### config.mk
export PLATFORM = sky130hd
export DESIGN_NAME = iface_probe_responder_flat
export DESIGN_NICKNAME = d
export VERILOG_FILES = /design/src/rtl/probe_pkg.sv /design/src/rtl/iface_probe_responder_if.sv /design/src/rtl/probe_rsp_fifo.sv /design/src/rtl/iface_probe_responder.sv /design/src/flat_wrapper.sv
export SDC_FILE = /design/constraint.sdc
export NUM_CORES = 1
export LEC_CHECK = 0
export CORE_UTILIZATION = 40
export CTS_CLUSTER_DIAMETER = 100
export DETAILED_ROUTE_END_ITERATION = 8
export GPL_ROUTABILITY_DRIVEN = 0
export SLEW_MARGIN = 20
export SYNTH_ARGS = -nofsm -noshare
export SYNTH_HDL_FRONTEND = slang
export SYNTH_SLANG_ARGS = --single-unit
### constraint.sdc
create_clock -name clk -period 4.8 [get_ports clk]
set_input_delay 0.72 -clock clk [delete_from_list [all_inputs] [get_ports clk]]
set_output_delay 0.72 -clock clk [all_outputs]
set_load 0.02 [all_outputs]
### src/rtl/probe_pkg.sv
`default_nettype none
// ============================================================================
// Module   : probe_pkg
// Purpose  : Shared member map, constant values and response type for the
//            probe responder.
// Revision : 1.0 - initial release
// ============================================================================
package probe_pkg;

    localparam logic [3:0] c_addr_p     = 4'd0;
    localparam logic [3:0] c_addr_l     = 4'd1;
    localparam logic [3:0] c_addr_w     = 4'd2;
    localparam logic [3:0] c_addr_x     = 4'd3;
    localparam logic [3:0] c_addr_f     = 4'd4;
    localparam logic [3:0] c_addr_t     = 4'd5;
    localparam logic [3:0] c_addr_blk_p = 4'd6;
    localparam logic [3:0] c_addr_blk_l = 4'd7;
    localparam logic [3:0] c_addr_blk_w = 4'd8;
    localparam logic [3:0] c_addr_blk_f = 4'd9;
    localparam logic [3:0] c_addr_blk_t = 4'd10;

    localparam logic [7:0] c_val_p     = 8'h01;
    localparam logic [7:0] c_val_l     = 8'h02;
    localparam logic [7:0] c_val_f     = 8'h0F;
    localparam logic [7:0] c_val_blk_p = 8'h04;
    localparam logic [7:0] c_val_blk_l = 8'h06;
    localparam logic [7:0] c_val_blk_f = 8'h08;

    localparam logic [3:0] c_rst_w     = 4'h3;
    localparam logic [3:0] c_rst_blk_w = 4'h7;

    typedef struct packed {
        logic [7:0] data;
        logic       err;
    } rsp_t;

    localparam rsp_t c_rsp_err = '{data: 8'h00, err: 1'b1};

    function automatic rsp_t f_ok(input logic [7:0] data);
        return '{data: data, err: 1'b0};
    endfunction

endpackage
`default_nettype wire

### src/rtl/iface_probe_responder_if.sv
`default_nettype none
// ============================================================================
// Module   : iface_probe_responder_if
// Purpose  : Request/response handshake bundle between a prober and the
//            probe responder.
// Revision : 1.0 - initial release
// ============================================================================
interface iface_probe_responder_if;

    logic       req_valid;
    logic       req_ready;
    logic       req_write;
    logic [3:0] req_addr;
    logic [7:0] req_wdata;
    logic       rsp_valid;
    logic       rsp_ready;
    logic [7:0] rsp_data;
    logic       rsp_err;

    modport master (
        output req_valid, req_write, req_addr, req_wdata, rsp_ready,
        input  req_ready, rsp_valid, rsp_data, rsp_err
    );

    modport slave (
        input  req_valid, req_write, req_addr, req_wdata, rsp_ready,
        output req_ready, rsp_valid, rsp_data, rsp_err
    );

endinterface
`default_nettype wire

### src/rtl/probe_rsp_fifo.sv
`default_nettype none
// ============================================================================
// Module   : probe_rsp_fifo
// Purpose  : Small in-order response queue; head is presented while non-empty.
// Revision : 1.0 - initial release
// ============================================================================
module probe_rsp_fifo
    import probe_pkg::*;
#(
    parameter int DEPTH = 2
) (
    input  wire  clk,
    input  wire  rst_n,
    input  wire  i_push,
    input  rsp_t i_push_data,
    input  wire  i_pop,
    output rsp_t o_pop_data,
    output logic o_full,
    output logic o_empty
);

    localparam int c_ptr_w = (DEPTH > 1) ? $clog2(DEPTH) : 1;
    localparam int c_cnt_w = $clog2(DEPTH + 1);

    rsp_t               r_mem [DEPTH];
    logic [c_ptr_w-1:0] r_wr_ptr;
    logic [c_ptr_w-1:0] r_rd_ptr;
    logic [c_cnt_w-1:0] r_count;

    logic w_push;
    logic w_pop;

    function automatic logic [c_ptr_w-1:0] f_next(input logic [c_ptr_w-1:0] ptr);
        return (ptr == c_ptr_w'(DEPTH - 1)) ? '0 : ptr + 1'b1;
    endfunction

    assign o_full     = (r_count == c_cnt_w'(DEPTH));
    assign o_empty    = (r_count == '0);
    assign w_push     = i_push && !o_full;
    assign w_pop      = i_pop && !o_empty;
    // Empty head reads as zero so the outputs are quiet while idle and in reset.
    assign o_pop_data = o_empty ? '0 : r_mem[r_rd_ptr];

    always_ff @(posedge clk or negedge rst_n) begin
        if (!rst_n) begin
            r_wr_ptr <= '0;
            r_rd_ptr <= '0;
            r_count  <= '0;
            for (int i = 0; i < DEPTH; i++) begin
                r_mem[i] <= '0;
            end
        end else begin
            if (w_push) begin
                r_mem[r_wr_ptr] <= i_push_data;
                r_wr_ptr        <= f_next(r_wr_ptr);
            end
            if (w_pop) begin
                r_rd_ptr <= f_next(r_rd_ptr);
            end
            case ({w_push, w_pop})
                2'b10:   r_count <= r_count + 1'b1;
                2'b01:   r_count <= r_count - 1'b1;
                default: r_count <= r_count;
            endcase
        end
    end

endmodule
`default_nettype wire

### src/rtl/iface_probe_responder.sv
`default_nettype none
// ============================================================================
// Module   : iface_probe_responder
// Purpose  : Decodes probe reads/writes against the member map and returns
//            one queued response per accepted request.
// Revision : 1.0 - initial release
// ============================================================================
module iface_probe_responder
    import probe_pkg::*;
#(
    parameter int DEPTH = 2
) (
    input wire                      clk,
    input wire                      rst_n,
    iface_probe_responder_if.slave  bus
);

    logic [3:0] r_w;
    logic [3:0] r_blk_w;
    logic [7:0] r_t;
    logic [7:0] r_blk_t;

    logic [3:0] w_nxt_w;
    logic [3:0] w_nxt_blk_w;
    logic [7:0] w_nxt_t;
    logic [7:0] w_nxt_blk_t;
    rsp_t       w_rsp;
    rsp_t       w_head;
    logic       w_full;
    logic       w_empty;
    logic       w_accept;
    logic       w_unused_wdata;

    assign w_accept       = bus.req_valid && bus.req_ready;
    assign w_unused_wdata = &{1'b0, bus.req_wdata[7:4]};

    // Response is formed from the pre-access state plus this request's update,
    // so a write is visible to the very next accepted request.
    always_comb begin
        w_rsp       = c_rsp_err;
        w_nxt_w     = r_w;
        w_nxt_blk_w = r_blk_w;
        w_nxt_t     = r_t;
        w_nxt_blk_t = r_blk_t;
        case (bus.req_addr)
            c_addr_p:     if (!bus.req_write) w_rsp = f_ok(c_val_p);
            c_addr_l:     if (!bus.req_write) w_rsp = f_ok(c_val_l);
            c_addr_x:     if (!bus.req_write) w_rsp = f_ok({4'h0, r_w} + 8'h01);
            c_addr_f:     if (!bus.req_write) w_rsp = f_ok(c_val_f);
            c_addr_blk_p: if (!bus.req_write) w_rsp = f_ok(c_val_blk_p);
            c_addr_blk_l: if (!bus.req_write) w_rsp = f_ok(c_val_blk_l);
            c_addr_blk_f: if (!bus.req_write) w_rsp = f_ok(c_val_blk_f);
            c_addr_w: begin
                if (bus.req_write) w_nxt_w = bus.req_wdata[3:0];
                w_rsp = f_ok({4'h0, w_nxt_w});
            end
            c_addr_blk_w: begin
                if (bus.req_write) w_nxt_blk_w = bus.req_wdata[3:0];
                w_rsp = f_ok({4'h0, w_nxt_blk_w});
            end
            c_addr_t: begin
                if (bus.req_write) w_nxt_t = r_t + 8'h01;
                w_rsp = f_ok(w_nxt_t);
            end
            c_addr_blk_t: begin
                if (bus.req_write) w_nxt_blk_t = r_blk_t + 8'h01;
                w_rsp = f_ok(w_nxt_blk_t);
            end
            default: w_rsp = c_rsp_err;
        endcase
    end

    always_ff @(posedge clk or negedge rst_n) begin
        if (!rst_n) begin
            r_w     <= c_rst_w;
            r_blk_w <= c_rst_blk_w;
            r_t     <= 8'h00;
            r_blk_t <= 8'h00;
        end else if (w_accept) begin
            r_w     <= w_nxt_w;
            r_blk_w <= w_nxt_blk_w;
            r_t     <= w_nxt_t;
            r_blk_t <= w_nxt_blk_t;
        end
    end

    probe_rsp_fifo #(
        .DEPTH (DEPTH)
    ) u_rsp_fifo (
        .clk         (clk),
        .rst_n       (rst_n),
        .i_push      (w_accept),
        .i_push_data (w_rsp),
        .i_pop       (bus.rsp_ready),
        .o_pop_data  (w_head),
        .o_full      (w_full),
        .o_empty     (w_empty)
    );

    assign bus.req_ready = !w_full;
    assign bus.rsp_valid = !w_empty;
    assign bus.rsp_data  = w_head.data;
    assign bus.rsp_err   = w_head.err;

endmodule
`default_nettype wire

### src/flat_wrapper.sv
// flat-port wrapper written by rule: the top's interface ports become plain ports
module iface_probe_responder_flat import probe_pkg::*;
#(
    parameter int DEPTH = 2
)
  (clk, rst_n, bus_req_valid, bus_req_write, bus_req_addr, bus_req_wdata, bus_rsp_ready, bus_req_ready, bus_rsp_valid, bus_rsp_data, bus_rsp_err);
  iface_probe_responder_if bus_i ();
  input wire clk;
  input wire rst_n;
  input wire logic [$bits(bus_i.req_valid)-1:0] bus_req_valid;
  input wire logic [$bits(bus_i.req_write)-1:0] bus_req_write;
  input wire logic [$bits(bus_i.req_addr)-1:0] bus_req_addr;
  input wire logic [$bits(bus_i.req_wdata)-1:0] bus_req_wdata;
  input wire logic [$bits(bus_i.rsp_ready)-1:0] bus_rsp_ready;
  output wire logic [$bits(bus_i.req_ready)-1:0] bus_req_ready;
  output wire logic [$bits(bus_i.rsp_valid)-1:0] bus_rsp_valid;
  output wire logic [$bits(bus_i.rsp_data)-1:0] bus_rsp_data;
  output wire logic [$bits(bus_i.rsp_err)-1:0] bus_rsp_err;
  assign bus_i.req_valid = bus_req_valid;
  assign bus_i.req_write = bus_req_write;
  assign bus_i.req_addr = bus_req_addr;
  assign bus_i.req_wdata = bus_req_wdata;
  assign bus_i.rsp_ready = bus_rsp_ready;
  assign bus_req_ready = bus_i.req_ready;
  assign bus_rsp_valid = bus_i.rsp_valid;
  assign bus_rsp_data = bus_i.rsp_data;
  assign bus_rsp_err = bus_i.rsp_err;
  iface_probe_responder #(.DEPTH(DEPTH)) u_core (.clk(clk), .rst_n(rst_n), .bus(bus_i));
endmodule
Word level (Yosys, flattened, before mapping)
Index checks and enable logic that the tools add are counted.
{"block": "totals", "regBits": 46, "latchBits": 0, "mem_bits_rw": 0, "romBits": 0, "input_bits": 17, "output_inout_bits": 11, "wordCells": 71, "memories": 0}
{"block": "op_classes", "add_sub_neg": 7, "multipliers": 0, "n_div": 0, "order_cmp": 3, "eq_ne": 13, "n_shift": 0, "mux": 22, "bitwise": 2, "reduce_logical": 13}
{"operator": "$pmux 9 s11", "count": 1}
{"operator": "$mux 9", "count": 6}
{"operator": "$bwmux 18", "count": 1}
{"operator": "$add 8x1->8 const B", "count": 2}
{"operator": "$eq 4x3->1 const B", "count": 4}
{"operator": "$mux 4", "count": 4}
{"operator": "$mux 8", "count": 2}
{"operator": "$eq 4x4->1 const B", "count": 3}
{"operator": "$mux 5", "count": 2}
{"operator": "$demux 9 s1", "count": 1}
{"operator": "$eq 4x2->1 const B", "count": 2}
{"operator": "$reduce_and 2->1", "count": 4}
{"operator": "$add 4x1->5 const B", "count": 1}
{"operator": "$eq 2x2->1 const B", "count": 2}
{"operator": "$eq 4x1->1 const B", "count": 1}
{"operator": "$ge 2x2->1 const B", "count": 2}
{"operator": "$logic_and 1x1->1", "count": 4}
{"operator": "$logic_not 4->1", "count": 1}
{"operator": "$not 1->2", "count": 2}
{"operator": "$pmux 2 s2", "count": 1}
{"operator": "$mux 3", "count": 1}
{"operator": "$add 1x1->1 const B", "count": 2}
{"operator": "$add 2x1->2 const B", "count": 1}
{"operator": "$eq 2x1->1 const B", "count": 1}
{"operator": "7 further kinds", "count": 9}

Logic depth before layout (Yosys ltp)
Gate-level depths: netlist (run 1).
{"block": "logic_depth", "depth_word": 6, "depth_mapped": 8, "mapped_depth_nobuf": 7}

Hierarchy
A second synthesis (run 1) with hierarchy kept.
{"block": "unflattened", "cells_unflattened": 261, "area_unflattened_um2": 2781.4}
{"module": "iface_probe_responder", "n_inst": 1, "cells_per_inst": 185, "area_each_um2": 1762.9, "seq_area_each_um2": 606.8}
{"module": "probe_rsp_fifo", "n_inst": 1, "cells_per_inst": 76, "area_each_um2": 1018.5, "seq_area_each_um2": 550.5}

Worst setup path after synthesis (run 1)
Ideal clock, no wire load.
{"block": "synth_timing", "path_kind": "register to output", "startpoint": "reg u_core.u_rsp_fifo.r_rd_ptr", "endpoint": "out bus_rsp_data[0]", "t_arrival_ns": 1.181, "required_ns": 4.080, "path_slack_ns": 2.899, "stages_incl_launch_ff": 4, "path_buffers": 1, "cell_sequence": "dfrtp_1 > clkbuf_1 > mux2i_1 > nor2_1"}
{"block": "synth_via", "elab_chain_len": 5}
{"element": "start, declared", "line_no": "probe_rsp_fifo.sv:27", "rtl": "logic [c_ptr_w-1:0] r_rd_ptr;"}
{"element": "start signal, assigned", "line_no": "probe_rsp_fifo.sv:58", "rtl": "r_rd_ptr <= f_next(r_rd_ptr);"}
{"element": "$not 1->2 (not written as such)", "line_no": "probe_rsp_fifo.sv:42", "rtl": "assign o_pop_data = o_empty ? '0 : r_mem[r_rd_ptr];"}
{"element": "$mux 9 (not written as such) (3 in a row)", "line_no": "probe_rsp_fifo.sv:42"}
{"element": "$mux 9", "line_no": "probe_rsp_fifo.sv:42"}
{"element": "end, declared", "line_no": "flat_wrapper.sv:17", "rtl": "output wire logic [$bits(bus_i.rsp_data)-1:0] bus_rsp_data;"}
Every way passes these cells. The select of a mux whose other input is x is not followed.

Worst setup path in the final report (run 1)
{"block": "layout_timing", "startpoint": "reg u_core.u_rsp_fifo.r_count[0]", "endpoint": "out bus_req_ready"}
{"block": "layout_via", "elab_chain_len": 2}
{"element": "start, declared", "line_no": "probe_rsp_fifo.sv:28", "rtl": "logic [c_cnt_w-1:0] r_count;"}
{"element": "start signal, assigned", "line_no": "probe_rsp_fifo.sv:61", "rtl": "2'b10: r_count <= r_count + 1'b1;"}
{"element": "start signal, assigned", "line_no": "probe_rsp_fifo.sv:62", "rtl": "2'b01: r_count <= r_count - 1'b1;"}
{"element": "start signal, assigned", "line_no": "probe_rsp_fifo.sv:63", "rtl": "default: r_count <= r_count;"}
{"element": "$eq 2x2->1", "line_no": "probe_rsp_fifo.sv:37", "rtl": "assign o_full = (r_count == c_cnt_w'(DEPTH));"}
{"element": "$logic_not 1->1", "line_no": "iface_probe_responder.sv:100", "rtl": "assign bus.req_ready = !w_full;"}
{"element": "end, declared", "line_no": "flat_wrapper.sv:15", "rtl": "output wire logic [$bits(bus_i.req_ready)-1:0] bus_req_ready;"}
Every way passes these cells.

==> flow_summary.json, run 1 <==
{
  "status": "finished clean",
  "synth_compound_area_frac": 0.1191,
  "drtAntennaViolNets": 0,
  "hold_viol": 0,
  "met3_usage": 0.03465,
  "clock_sinks": 46,
  "seqPwrFrac": 0.428,
  "cp.arrival_ps": 2030,
  "muxShareOfSynthArea": 0.1004,
  "h-tree-depth": 2,
  "synth_top_family_by_area": "simple AND/OR/NAND/NOR gates",
  "synth_top_cell_area_share": 0.3659,
  "utilization": 0.4672,
  "reg2reg_depth": 4,
  "peakVddDrop_uv": 218.5,
  "grt_first_pass_wirelength_um": 10140,
  "cts_buffers": 5,
  "crit_buf_inv": 2,
  "slowest_stage": "clkdlybuf4s50_1",
  "cts_resized": 0,
  "max_stage_delay_ps": 580,
  "cap_violations": 0,
  "slew_violations": 0,
  "path_clk_slew_ps": 90,
  "drt-pass1-iter-count": 4,
  "worstPathCellList": "nor2b_1 > inv_1 > clkdlybuf4s50_1",
  "critPathMaxFanout": 8,
  "finalCritPeriodShare": 0.5724,
  "synthesis.area_um2": 2804,
  "place_hpwl_um": 4280,
  "final.setup.tns_ps": 0,
  "cts_tree": "built",
  "first_iter_violations": 110,
  "synth_xor_area_frac": 0.08434,
  "worstSetupEndpointType": "output pin",
  "setup_viol": 0,
  "finalClockSkew_ps": 5.777,
  "pwr-share-comb": 0.410,
  "pin_count": 28,
  "fp.dieW_um": 85.73,
  "grt_max_degree": 47,
  "worst_ep_required_time_ps": 4080,
  "drc": 0,
  "post-cts-setup-buffers": 0,
  "power_density_nw_per_um2": 463.9,
  "worstMarginPinSlew_ps": 679.2,
  "timing.rr.start": "u_core.u_rsp_fifo.r_count[0]$_DFFE_PN0P_",
  "r2r_slack_ps": 2820,
  "synth_edf_count": 0,
  "clk_latency_ps": 290,
  "cp-start-kind": "flip-flop",
  "synth_flop_cell": "dfrtp_1",
  "clockRootBuffer": "clkbuf_8",
  "max_freq_mhz": 364.0,
  "ys_seq_elements": 46,
  "path_class": "flip-flop to output pin",
  "std_cell_rows": 30,
  "leakagePower_uw": 0.001327,
  "start_util": 0.4127,
  "cp_top_family": "buffers and inverters",
  "area_growth_syn_to_layout_pct": 13.21,
  "drive_above_1_share": 0.1111,
  "fin_area_um2": 3174,
  "grtUsageMet2": 0.2684,
  "use_met1": 0.2491,
  "numPortBuffers": 23,
  "synth_nets": 311,
  "period_needed_ps": 2748,
  "ctsHoldBuffers": 0,
  "avgRoutedWirePerCell_um": 14.57,
  "finalWorstSetupSlack_ps": 2052,
  "yosysWarnings": 0,
  "power_frac_clock": 0.162,
  "placed_area_um2": 3085,
  "die_h_um": 85.73,
  "hold_class": "primary input to async pin",
  "switching_share": 0.3774,
  "internal_power_uw": 916.8,
  "antenna_found_initial": 0,
  "drt-total-wl_um": 5859,
  "synthDistinctLibCells": 51,
  "grt_overflow_total": 0,
  "netSwitchingPower_uw": 555.7,
  "synthCells": 290,
  "synthAdderAreaFrac": 0.01785,
  "busiest_layer": "met2",
  "antenna_cells": 0,
  "die_area_um2": 7349,
  "rsz0062_at_grt": "no",
  "hold_ws_ps": 416.4,
  "nets": 326,
  "seq_area_frac_synth": 0.4128,
  "via_count": 2197,
  "max_slew_margin": 0.5455,
  "clk_path_buf_depth": 2,
  "first_global_vias": 2098,
  "synth_top_area_cell": "dfrtp_1",
  "timing.rr.end": "u_core.u_rsp_fifo.r_mem[5]$_DFFE_PN0P_",
  "synthSimpleGateAreaFrac": 0.2227,
  "track_usage": 0.1730,
  "synthTopCellsByArea": "dfrtp_1 (37%), dfstp_2 (4.7%), xnor2_1 (4.7%)",
  "avgSynthCellArea_um2": 9.669,
  "core_region_area_um2": 6794,
  "dp_slack_ps": 1779,
  "vias_per_cell": 5.465,
  "async_flop_share": 1.000
}
-- worst max-delay path by stage --
stage	from	end	cells after the start	slack (ps)
CTS	u_core.u_rsp_fifo.r_count[0]$_DFFE_PN0P_	bus_req_ready	3	2050
detailed placement	bus_req_write	u_core.u_rsp_fifo.r_mem[1]$_DFFE_PN0P_	5	1780
global placement	bus_req_write	u_core.u_rsp_fifo.r_mem[14]$_DFFE_PN0P_	6	1800
finish	u_core.u_rsp_fifo.r_count[0]$_DFFE_PN0P_	bus_req_ready	3	2050
global route	u_core.u_rsp_fifo.r_count[0]$_DFFE_PN0P_	bus_rsp_data[5]	3	1940
floorplan	u_core.u_rsp_fifo.r_rd_ptr$_DFFE_PN0P_	bus_rsp_data[0]	3	2900
-- power groups by stage --
stage | sequential [uW] | clock [uW] | combinational [uW]
finish | 631 | 238 | 604
global route | 652 | 267 | 673
CTS | 631 | 250 | 611
detailed placement | 639 | 0 | 607
global placement | 634 | 0 | 603
floorplan | 595 | 0 | 436
-- synth_stat cells, types with 4 or more instances --
cell      number
buf_2          9
dfstp_2        5
nor2_1        34
mux2i_1        9
o21a_1         6
mux2_1         7
o21ai_1        4
nor2b_1        7
nand4_1       11
nand3_1       10
mux2_2        10
o21ai_0       10
clkbuf_1       7
xor2_1        12
ha_1           4
a21oi_1        7
inv_1          5
dfrtp_1       41
a31oi_1       10
xnor2_1       15
nor3_1         8
nand2_1       13
-- state kept, by name, indices dropped and copies added (netlist names) --
signal and cells:
u_core.u_rsp_fifo.r_count 2, u_core.u_rsp_fifo.r_mem 18, u_core.r_blk_t 8, u_core.r_w 4
u_core.u_rsp_fifo.r_rd_ptr 1, u_core.u_rsp_fifo.r_wr_ptr 1, u_core.r_blk_w 4, u_core.r_t 8
-- cells by family after synthesis --
group	Yosys count
AOI/OAI and AO/OA	51
xor gates and xnor gates	27
adders and majority gates	4
buffers and inverters	26
DFF	46
muxes	26
and+or+nand+nor	110
-- layer usage --
metal / wire length (um) / share of wire / vias up
met5: 0 / 0 / -
met4: 91 / 0.016 / 0
met3: 197 / 0.034 / 10
met2: 2600 / 0.44 / 36
met1: 2969 / 0.51 / 1071
li1: - / - / 1080
-- cell type report --
type                    instances  area, um2
flip-flops and latches         46       1157
inverters                       7      26.28
well taps                      96      120.1
multi-input cells             218       1526
repair buffers                 27      257.7
clock buffers                   6      72.57
clock inverters                 2      13.76
fillers                       672       3620
-- cells in the final DEF (no fill, tap or decap), types with 8 or more instances in the layout --
cell / synthesis / routed
mux2i_1: 9 / 9
mux2_2: 10 / 10
nor2_1: 34 / 34
nand4_1: 11 / 11
nand2_1: 13 / 13
nand3_1: 10 / 10
xnor2_1: 15 / 15
nor3_1: 8 / 8
xor2_1: 12 / 12
dfrtp_1: 41 / 41
a31oi_1: 10 / 10
o21ai_0: 10 / 10
clkdlybuf4s50_1: 0 / 22
-- through the flow --
stage	cells	power (uW)
final	402	1472
after global routing	402	1592
after CTS	402	1491
after detailed placement	394	1247
after global placement	394	1237
after floorplan	290	1030
Note: power is estimated with default switching activity, not from simulation.
==> inputs of run 2 (changes only) <==
==> constraint.sdc (replaced) <==
create_clock -name clk -period 2.8 [get_ports clk]
set_input_delay 0.42 -clock clk [delete_from_list [all_inputs] [get_ports clk]]
set_output_delay 0.42 -clock clk [all_outputs]
set_load 0.02 [all_outputs]
==> run 2 against run 1 <==
  * Clock skew up 5.0 ps
  * Via count up 0.36%
  * Highest routed layer unchanged
  * Critical endpoint is now bus_rsp_data[3]
  * Critical path depth unchanged
==> flow_summary.json, run 2 (synthesis results as in run 1) <==
{
  "std_cell_rows": 30,
  "timing.rr.end": "u_core.u_rsp_fifo.r_count[1]$_DFFE_PN0P_",
  "path_class": "flip-flop to output pin",
  "drt-total-wl_um": 5947,
  "die_area_um2": 7349,
  "place_hpwl_um": 4369,
  "ctsHoldBuffers": 0,
  "numPortBuffers": 23,
  "largest_reg_flops": 18,
  "first_iter_violations": 103,
  "setup_viol": 0,
  "reg.largest.list": "u_core.u_rsp_fifo.r_mem: 18 flops, u_core.r_blk_t: 8 flops, u_core.r_t: 8 flops",
  "final_cell_mix": "dfrtp_1 (41), nor2_1 (34), clkdlybuf4s50_1 (22)",
  "reg2reg_depth": 7,
  "cts_tree": "built",
  "post-cts-setup-buffers": 0,
  "hold_class": "primary input to async pin",
  "grt_max_degree": 47,
  "finalCritPeriodShare": 0.8292,
  "hold_viol": 0,
  "start_util": 0.4127,
  "period_needed_ps": 2322,
  "rsz0062_at_grt": "no",
  "final.setup.tns_ps": 0,
  "status": "finished clean",
  "clock_sinks": 46,
  "avgRoutedWirePerCell_um": 14.50,
  "antenna_cells": 0,
  "worst_ep_required_time_ps": 2380,
  "r2r_slack_ps": 960,
  "critPathMaxFanout": 10,
  "path_clk_slew_ps": 90,
  "timing.rr.start": "u_core.u_rsp_fifo.r_count[1]$_DFFE_PN0P_",
  "drtAntennaViolNets": 0,
  "fp.dieW_um": 85.73,
  "drt-pass1-iter-count": 4,
  "clk_path_buf_depth": 2,
  "area_growth_syn_to_layout_pct": 16.64,
  "pin_count": 28,
  "max_slew_margin": 0.5328,
  "cp-start-kind": "flip-flop",
  "die_h_um": 85.73,
  "cts_resized": 0,
  "slew_violations": 0,
  "layout_commonest_cell": "dfrtp_1",
  "cp.arrival_ps": 1900,
  "clockRootBuffer": "clkbuf_8",
  "antenna_found_initial": 0,
  "grt_overflow_total": 0,
  "drive_above_1_share": 0.1338,
  "utilization": 0.4814,
  "first_global_vias": 2091,
  "grt_first_pass_wirelength_um": 10300,
  "power_density_nw_per_um2": 813.9,
  "vias_per_cell": 5.378,
  "cts_buffers": 5,
  "peakVddDrop_uv": 311.6,
  "core_region_area_um2": 6794,
  "drc": 0,
  "max_freq_mhz": 430.7,
  "worstSetupEndpointType": "output pin",
  "via_count": 2205,
  "finalClockSkew_ps": 10.79,
  "leakagePower_uw": 0.001377,
  "track_usage": 0.1775,
  "h-tree-depth": 2,
  "top_register": "u_core.u_rsp_fifo.r_mem",
  "cap_violations": 0,
  "clk_latency_ps": 300,
  "worstMarginPinSlew_ps": 691.4,
  "nets": 334
}
## run 2: worst max-delay path by stage
stage,startpoint,end,slack [ps],cells past startpoint
4_1_cts,u_core.u_rsp_fifo.r_rd_ptr$_DFFE_PN0P_,bus_rsp_data[3],450,3
6_report,u_core.u_rsp_fifo.r_rd_ptr$_DFFE_PN0P_,bus_rsp_data[3],480,3
3_3_place_gp,bus_req_addr[2],u_core.r_t[1]$_DFFE_PN0P_,340,4
3_5_place_dp,bus_req_addr[1],u_core.r_w[3]$_DFFE_PN0P_,290,5
2_1_floorplan,u_core.r_t[0]$_DFFE_PN0P_,u_core.u_rsp_fifo.r_mem[14]$_DFFE_PN0P_,1190,5
5_1_grt,u_core.u_rsp_fifo.r_rd_ptr$_DFFE_PN0P_,bus_rsp_data[3],380,3
## run 2: worst max-delay path, cell delays in order (launching register included)
cell,delay [ps]
dfrtp_1,710
mux2i_1,160
nor2_1,120
clkdlybuf4s50_1,610
## run 2: metal layers
| layer | part of all wire | up-vias | GRT usage |
|---|---|---|---|
| met3 | 0.033 | 11 | 0.03080 |
| met4 | 0.016 | 0 | 0.05303 |
| met1 | 0.51 | 1050 | 0.2593 |
| li1 | - | 1099 | - |
| met2 | 0.44 | 45 | 0.2691 |
| met5 | 0 | - | 0 |
## run 2: area by class of cell
cell class	instances	area, um2
Clock buffer	6	72.57
Timing Repair Buffer	35	330.3
Inverter	7	26.28
Sequential cell	46	1157
Clock inverter	2	37.54
Fill cell	685	3523
Tap cell	96	120.1
Multi-Input combinational cell	218	1526
## run 2: where the power goes
part | switching (uW) | internal, uW
Combinational | 542 | 535
Sequential | 190 | 892
Clock | 236 | 267
## run 2: stage by stage
stage / worst slack [ps] / std cells / hold slack [ps] / total power [uW] / cell area, um2
finish: 478.3 / 410 / 103.8 / 2662 / 3271
global route: 383.0 / 410 / 163.9 / 2849 / 3271
CTS: 448.2 / 410 / 327.5 / 2686 / 3268
detailed placement: 289.9 / 402 / 474.2 / 2182 / 3158
global placement: 340.2 / 402 / 467.4 / 2159 / 3158
floorplan: 1191 / 290 / 124.4 / 1766 / 2804
==> inputs of run 3 (changes only) <==
==> constraint.sdc (replaced) <==
create_clock -name clk -period 2.3 [get_ports clk]
set_input_delay 0.345 -clock clk [delete_from_list [all_inputs] [get_ports clk]]
set_output_delay 0.345 -clock clk [all_outputs]
set_load 0.02 [all_outputs]
==> run 3 against run 2 <==
  * Clock-buffer cell count unchanged
  * Global-route usage up 0.46 points
  * Sequential share of layout area fell by 0.82 points
  * Non-clock buffer count up 11
  * Cell area increased by 2.5%
  * Clock skew down 7.5 ps
  * Via count is 0.73% higher
  * Largest cell class unchanged
  * Highest routed layer unchanged
  * First-iteration DRC count fell by 21%
  * Core utilization rose by 1.2 points
  * Largest power group is now combinational cells
  * Sequential power is 22% higher
  * Worst setup slack got worse by 290 ps
==> flow_summary.json, run 3 (synthesis results as in run 1) <==
{
  "status": "finished clean",
  "worstSetupEndpointType": "output pin",
  "max_freq_mhz": 474.4,
  "cts_tree": "built",
  "grt_overflow_total": 0,
  "critPathMaxFanout": 8,
  "avgRoutedWirePerCell_um": 14.43,
  "clk_latency_ps": 290,
  "rsz0062_at_grt": "no",
  "cp-start-kind": "flip-flop",
  "die_h_um": 85.73,
  "final.setup.tns_ps": 0,
  "via_count": 2221,
  "leakagePower_uw": 0.001428,
  "antenna_cells": 0,
  "die_area_um2": 7349,
  "drive_above_1_share": 0.1662,
  "clockRootBuffer": "clkbuf_8",
  "first_iter_violations": 81,
  "drt-pass1-iter-count": 4,
  "worstMarginPinSlew_ps": 537.2,
  "grt_first_pass_wirelength_um": 10610,
  "ctsHoldBuffers": 0,
  "r2r_slack_ps": 490,
  "path_class": "flip-flop to output pin",
  "drtAntennaViolNets": 0,
  "regArea_um2": 1159,
  "track_usage": 0.1821,
  "place_hpwl_um": 4702,
  "multi_input_area_um2": 1526,
  "hold_class": "primary input to async pin",
  "period_needed_ps": 2108,
  "cp.arrival_ps": 1760,
  "reg.largest.list": "u_core.u_rsp_fifo.r_mem: 18 flops, u_core.r_blk_t: 8 flops, u_core.r_t: 8 flops",
  "power_frac_clock": 0.185,
  "cap_violations": 0,
  "finalWorstSetupSlack_ps": 191.9,
  "final_cell_mix": "dfrtp_1 (40), nor2_1 (34), clkdlybuf4s50_1 (22), buf_4 (22), xnor2_1 (15)",
  "nets": 345,
  "cts_buffers": 5,
  "top_register": "u_core.u_rsp_fifo.r_mem",
  "internal_power_uw": 2084,
  "std_cell_rows": 30,
  "finalClockSkew_ps": 3.307,
  "largest_reg_flops": 18,
  "switching_share": 0.3611,
  "fp.dieW_um": 85.73,
  "core_region_area_um2": 6794,
  "layout_commonest_cell": "dfrtp_1",
  "drt-total-wl_um": 6076,
  "pin_count": 28,
  "numPortBuffers": 23,
  "worst_ep_required_time_ps": 1960,
  "first_global_vias": 2199,
  "area_growth_syn_to_layout_pct": 19.54,
  "hold_viol": 0,
  "vias_per_cell": 5.276,
  "finalCritPeriodShare": 0.9166,
  "grt_max_degree": 25,
  "antenna_found_initial": 0,
  "h-tree-depth": 2,
  "slew_violations": 0,
  "drc": 0,
  "max_slew_margin": 0.6419,
  "netSwitchingPower_uw": 1178,
  "setup_viol": 0,
  "clock_sinks": 46,
  "peakVddDrop_uv": 382.8,
  "seqPwrFrac": 0.406,
  "fill_cells": 652,
  "start_util": 0.4127,
  "dp_slack_ps": 12.32,
  "power_density_nw_per_um2": 973.0,
  "clk_path_buf_depth": 2,
  "pwr-share-comb": 0.409,
  "path_clk_slew_ps": 90
}
-- run 3: cell types whose count changed in the layout (fill, tap and decap cells not counted), sizes merged --
| cell | previous run | this run |
|---|---|---|
| buf | 13 | 24 |
-- run 3: layout make-up --
class | instances | area share
clock inverter | 2 | 0.01120
clock buffer | 6 | 0.02165
sequential | 46 | 0.3457
timing repair buffer | 46 | 0.1224
multi-input combinational | 218 | 0.4554
tap | 96 | 0.03583
inverter | 7 | 0.007839
-- run 3: power groups by stage --
stage	Combinational, uW	Sequential, uW	Clock [uW]
2_1_floorplan	909	1240	0
3_3_place_gp	1340	1330	0
3_5_place_dp	1350	1340	0
4_1_cts	1350	1320	625
5_1_grt	1490	1360	658
6_report	1330	1320	602
-- run 3: layer usage --
| metal | GRT usage | vias up | part of all wire |
|---|---|---|---|
| li1 | - | 1117 | - |
| met1 | 0.2653 | 1062 | 0.51 |
| met2 | 0.2749 | 33 | 0.44 |
| met3 | 0.03465 | 9 | 0.029 |
| met4 | 0.05455 | 0 | 0.017 |
| met5 | 0 | - | 0 |
-- run 3: through the flow --
step	power (uW)	std cells	area, um2	hold slack [ps]	utilization
2_1_floorplan	2150	290	2804	49.41	-
5_1_grt	3507	421	3352	58.79	0.4934
6_report	3262	421	3352	22.28	0.4934
3_3_place_gp	2663	413	3241	366.0	0.4770
4_1_cts	3301	421	3351	40.53	0.4932
3_5_place_dp	2686	413	3241	365.1	0.4770
-- run 3: final timing paths --
| path | from | endpoint | cells past startpoint |
|---|---|---|---|
| worst max-delay path | u_core.u_rsp_fifo.r_count[0]$_DFFE_PN0P_ | bus_rsp_data[0] | 4 |
| worst min-delay path | rst_n | u_core.u_rsp_fifo.r_mem[17]$_DFFE_PN0P_ | 1 |
| worst max register to register | u_core.r_t[0]$_DFFE_PN0P_ | u_core.u_rsp_fifo.r_mem[5]$_DFFE_PN0P_ | 5 |
| worst min register to register | u_core.u_rsp_fifo.r_count[1]$_DFFE_PN0P_ | u_core.u_rsp_fifo.r_count[1]$_DFFE_PN0P_ | 1 |
| max in group asynchronous | rst_n | u_core.u_rsp_fifo.r_rd_ptr$_DFFE_PN0P_ | 2 |
| min in group clk | u_core.u_rsp_fifo.r_count[1]$_DFFE_PN0P_ | u_core.u_rsp_fifo.r_count[1]$_DFFE_PN0P_ | 1 |
-- run 3: repair_timing --
action	CTS	global route
setup buffers	0	0
resized for setup	0	1
setup endpoints to repair	0	6
-- run 3: worst max-delay path: stages, from the launching register on --
cell             delay [ps]
dfrtp_1                 440
nor2_1                  240
buf_4                   210
nor2_1                   50
clkdlybuf4s50_1         530
